## config.mk

```make
export PLATFORM = sky130hd
export DESIGN_NAME = control
export DESIGN_NICKNAME = d
export VERILOG_FILES = /design/src/rtl/control.sv
export SDC_FILE = /design/constraint.sdc
export NUM_CORES = 1
export LEC_CHECK = 0
export ABC_AREA = 0
export ABC_CLOCK_PERIOD_IN_PS = 1450
export BUFFER_PORTS_ARGS = -buffer_cell sky130_fd_sc_hd__buf_2
export CORE_AREA = 2 2 39 41
export DETAILED_ROUTE_END_ITERATION = 6
export DIE_AREA = 0 0 41 43
export HOLD_SLACK_MARGIN = 0.06
export SYNTH_ARGS = -nofsm -noshare
export SYNTH_HDL_FRONTEND = slang
export SYNTH_SLANG_ARGS = --single-unit
export TNS_END_PERCENT = 5
```

## constraint.sdc

```tcl
create_clock -name clk -period 1.45 [get_ports clk]
set_input_delay 0.145 -clock clk [delete_from_list [all_inputs] [get_ports clk]]
set_output_delay 0.145 -clock clk [all_outputs]
set_load 0.02 [all_outputs]
```

## src/rtl/control.sv

```systemverilog
// Main RV32I decoder: instr -> datapath controls + 4-bit ALU op; sticky illegal-opcode flag.
// Latency: decode is combinational (same cycle); illegal_seen updates on the next clk edge.
// Backpressure: none; optional OP-IMM decode enabled by CONTROL_ITYPE_ALU_EN.
module control (
    input  logic        clk,
    input  logic        rst,
    input  logic [31:0] instr,
    output logic        branch,
    output logic        memread,
    output logic        memtoreg,
    output logic [3:0]  aluctrl,
    output logic        alusrc,
    output logic        memwrite,
    output logic        regwrite,
    output logic        illegal,
    output logic        illegal_seen
);

    localparam logic [6:0] OP_LOAD   = 7'b0000011;
    localparam logic [6:0] OP_STORE  = 7'b0100011;
    localparam logic [6:0] OP_BRANCH = 7'b1100011;
    localparam logic [6:0] OP_REG    = 7'b0110011;
`ifdef CONTROL_ITYPE_ALU_EN
    localparam logic [6:0] OP_IMM    = 7'b0010011;
`endif

    localparam logic [3:0] ALU_AND = 4'b0000;
    localparam logic [3:0] ALU_OR  = 4'b0001;
    localparam logic [3:0] ALU_ADD = 4'b0010;
    localparam logic [3:0] ALU_SUB = 4'b0110;

    typedef struct packed {
        logic       alusrc;
        logic       memtoreg;
        logic       regwrite;
        logic       memread;
        logic       memwrite;
        logic       branch;
        logic [3:0] aluctrl;
    } ctrl_t;

    ctrl_t       ctrl;
    logic [6:0]  opcode;
    logic [2:0]  funct3;
    logic        unused_bits;

    assign opcode = instr[6:0];
    assign funct3 = instr[14:12];
    // Register indices and immediates are consumed by the datapath, not the decoder.
    assign unused_bits = &{instr[31], instr[29:15], instr[11:7], 1'b0};

    always_comb begin
        ctrl    = '0;
        illegal = 1'b0;
        case (opcode)
            OP_LOAD:   ctrl = '{alusrc: 1'b1, memtoreg: 1'b1, regwrite: 1'b1, memread: 1'b1,
                                memwrite: 1'b0, branch: 1'b0, aluctrl: ALU_ADD};
            OP_STORE:  ctrl = '{alusrc: 1'b1, memtoreg: 1'b0, regwrite: 1'b0, memread: 1'b0,
                                memwrite: 1'b1, branch: 1'b0, aluctrl: ALU_ADD};
            OP_BRANCH: ctrl = '{alusrc: 1'b0, memtoreg: 1'b0, regwrite: 1'b0, memread: 1'b0,
                                memwrite: 1'b0, branch: 1'b1, aluctrl: ALU_SUB};
            OP_REG: begin
                ctrl.regwrite = 1'b1;
                case ({instr[30], funct3})
                    4'b1000: ctrl.aluctrl = ALU_SUB;
                    4'b0111: ctrl.aluctrl = ALU_AND;
                    4'b0110: ctrl.aluctrl = ALU_OR;
                    default: ctrl.aluctrl = ALU_ADD;
                endcase
            end
`ifdef CONTROL_ITYPE_ALU_EN
            OP_IMM: begin
                ctrl.alusrc   = 1'b1;
                ctrl.regwrite = 1'b1;
                case (funct3)
                    3'b111:  ctrl.aluctrl = ALU_AND;
                    3'b110:  ctrl.aluctrl = ALU_OR;
                    default: ctrl.aluctrl = ALU_ADD;
                endcase
            end
`endif
            default: illegal = 1'b1;
        endcase
    end

    assign alusrc   = ctrl.alusrc;
    assign memtoreg = ctrl.memtoreg;
    assign regwrite = ctrl.regwrite;
    assign memread  = ctrl.memread;
    assign memwrite = ctrl.memwrite;
    assign branch   = ctrl.branch;
    assign aluctrl  = ctrl.aluctrl;

    always_ff @(posedge clk or posedge rst) begin
        if (rst) begin
            illegal_seen <= 1'b0;
        end else begin
            illegal_seen <= illegal_seen | illegal;
        end
    end

endmodule

```

==> qor_table.md <==
| Metric | This run |
|---|---|
| Data required time at the worst endpoint | 1.31 ns |
| Final TNS setup | 0 ns |
| Overall via count from detail_route | 270 |
| Leakage Power | 0.181 nW |
| Fraction of the cycle the final worst path needs | 86.3% |
| Number of iterations in the first detailed-routing pass | 2 |
| Number of gates resized after CTS | 0 |
| Synthesized-area fraction occupied by ao, oa, aoi and oai cells | 17.3% |
| DRC marker count from the first detailed-route iteration | 1 |
| Largest net degree at the start of global routing | 9 |
| Share of post-route cells with drive strength above 1 | 56.9% |
| DP Wirelength | 514 um |
| Post-layout min period | 1.25 ns |
| Ports | 46 |
| Hold_sp | illegal_seen |
| Worst min-delay path class | register to register |
| Worst Hold Margin | 0.447 ns |
| Largest register FFs | 1 |
| Yosys warning total | 0 |
| Synthesis-stage register bit count | 1 |
| Xor-xnor portion of the synthesized cell area | 0% |
| Final non-filler cell area | 340 sq um |
| Die width | 41 um |
| Routed wire length | 582 um |
| Path type of the worst setup path | input port to primary output |
| Vias in the first global route | 254 |
| DRC violations left | 0 |
| Global-route wire length before repair | 897 um |
| Floorplan die height | 43 um |
| Setup slack on the worst flop-to-flop path | 0.76 ns |
| Simple-gate area share of the yosys netlist | 58.3% |
| CP Data Arrival Time | 1.11 ns |
| Total power of the final layout | 80.8 uW |
| Effective utilization at floorplan | 15.2% |
| DR WL/cell | 8.69 um |
| Placer's final routability congestion estimate | 0.585 |
| Largest registers | illegal_seen: 1 flops |
| Outcome | completed |
| Avg Cell Area, Syn | 7.25 sq um |
| Category of the worst setup path launch point | input port |
| Max-cap viol count | 0 |
| Placed cell areas | 330 sq um |
| Number of port buffers | 23 |
| Core Footprint | 1380 sq um |
| Post-synthesis adder-cell area fraction | 0% |
| Multiplexer fraction of the synthesized cell area | 0% |
| Critical R2R Capture | illegal_seen |
| Die area | 1760 sq um |
| Number of cell rows | 14 |
| Power density over the cells | 238 nW/um^2 |
| Final hold violation count | 0 |
| Insertion delay of the later-clocked pin in the worst-skew pair | 0 ns |
| Setup repair after global routing missed its margin | no |
| Diodes inserted | 0 |
| Cells on worst reg2reg path | 1 |
| Final Slew Violations | 0 |
| Element type at the critical path end | primary output |
| Layout overhead on the synthesized area | 61.9% |
| Post-detailed-route via-to-cell ratio | 4.03 |
| # placed instances | 66 |
| Synthesized Nets | 63 |
| Clock-pin slew on the worst setup and hold paths | 0 ns |
| Synthesized cell area | 210 sq um |
| Worst R2R Start | illegal_seen |
| Remaining Overflow, GRT | 0 |
| Register with the most flip-flops | illegal_seen |
| Number of instances in the synthesized netlist | 29 |
| Post-synthesis sequential area ratio | 11.9% |
| Critical path fanouts, max | 5 |
| Peak VDD IR | 0.0561 mV |
| Non-Filler Instances | 67 |
| Number of nets in the finished design | 87 |
| Final worst clock skew | 0 ns |
| Peak clock frequency supported by timing | 0.799 GHz |
| Initial antenna violation count | 0 |
| Overall Global Routing Usage | 6.61% |
| Final setup violation count | 0 |
| Number of stages on the worst hold path | 1 |
| Main combinational cell family by area after synthesis | simple AND/OR/NAND/NOR gates |
| Worst-case hold path end point | illegal_seen |
| Remaining number of nets flagged by the antenna check after routing | 0 |
| Count of distinct cell types in the synthesized netlist | 20 |
[layout make-up]
| cell class | count | area [sq um] |
|---|---|---|
| Inverter | 2 | 7.51 |
| Timing Repair Buffer | 24 | 125 |
| Fill cell | 165 | 1040 |
| Tap cell | 16 | 20.0 |
| Sequential cell | 1 | 25.0 |
| Multi-Input combinational cell | 24 | 163 |
[cells by family after synthesis]
family | Yosys count
other | 1
buffers and inverters | 4
AOI/OAI and AO/OA | 6
DFF | 1
and+or+nand+nor | 17
[Yosys cell counts]
library cell | count | area [sq um]
or2_1 | 1 | 6.26
o21ai_2 | 1 | 8.76
nor4b_1 | 1 | 8.76
and4bb_4 | 1 | 16.3
conb_1 | 1 | 3.75
a21boi_0 | 1 | 7.51
nand2_1 | 3 | 11.3
or2_2 | 1 | 6.26
dfrtp_1 | 1 | 25.0
nor2_1 | 4 | 15.0
buf_4 | 2 | 15.0
a21oi_1 | 3 | 15.0
nand3_1 | 1 | 5.00
nand3b_1 | 1 | 7.51
nand2b_1 | 1 | 6.26
inv_1 | 2 | 7.51
nand2_4 | 1 | 11.3
and3_2 | 1 | 7.51
o21ai_0 | 1 | 5.00
nor4_4 | 1 | 21.3
[report_power, final]
| group | switching (mW) | total (mW) | internal, mW |
|---|---|---|---|
| logic | 0.0288 | 0.0524 | 0.0236 |
| registers | 0 | 0.0284 | 0.0284 |
| clock network | 0 | 0 | 0 |
| total | 0.0288 | 0.0808 | 0.0520 |
[layout by cell type, fill, tap and decap left out]
master / n
a21boi_0: 1
a21oi_1: 3
and3_2: 1
and4bb_4: 1
buf_2: 23
conb_1: 1
dfrtp_1: 1
dlygate4sd3_1: 1
inv_1: 2
nand2_1: 3
nand2_4: 1
nand2b_1: 1
nand3_1: 1
nand3b_1: 1
nor2_1: 4
nor4_4: 1
nor4b_1: 1
o21ai_0: 1
o21ai_2: 1
or2_1: 1
or2_2: 1
[how the worst max path moves through the flow]
stage	startpoint	endpoint	slack [ns]	depth (start not counted)
global route	instr[2]	aluctrl[0]	0.14	5
finish	instr[2]	aluctrl[0]	0.20	5
floorplan	instr[2]	memtoreg	0.18	4
global placement	instr[2]	aluctrl[0]	0.19	5
detailed placement	instr[2]	aluctrl[0]	0.19	5
CTS	instr[2]	aluctrl[0]	0.19	5
[metrics by stage]
step | util [%] | worst slack [ns]
after floorplan | - | 0.176
after global placement | 23.9 | 0.186
after detailed placement | 23.9 | 0.191
after CTS | 24.6 | 0.185
after global routing | 24.6 | 0.137
final | 24.6 | 0.198
[repair_timing]
item / 4_1_cts / 5_1_grt
buffers inserted: 0 / 0
endpoints found under the hold margin: 1 / 0
hold buffers: 1 / 0
[critical path, cell delays in order]
cell and delay [ns]:
buf_2 0.09, and4bb_4 0.37, nand2_4 0.08, nor4_4 0.23
buf_2 0.19
[metal layers]
layer	track usage, %	up-vias	wire (um)
met5	0	-	0
met4	0	0	0
met3	0	0	54
met2	13.8	10	331
met1	7.01	118	195
li1	-	142	-
Power figures use the tool's default switching activity.
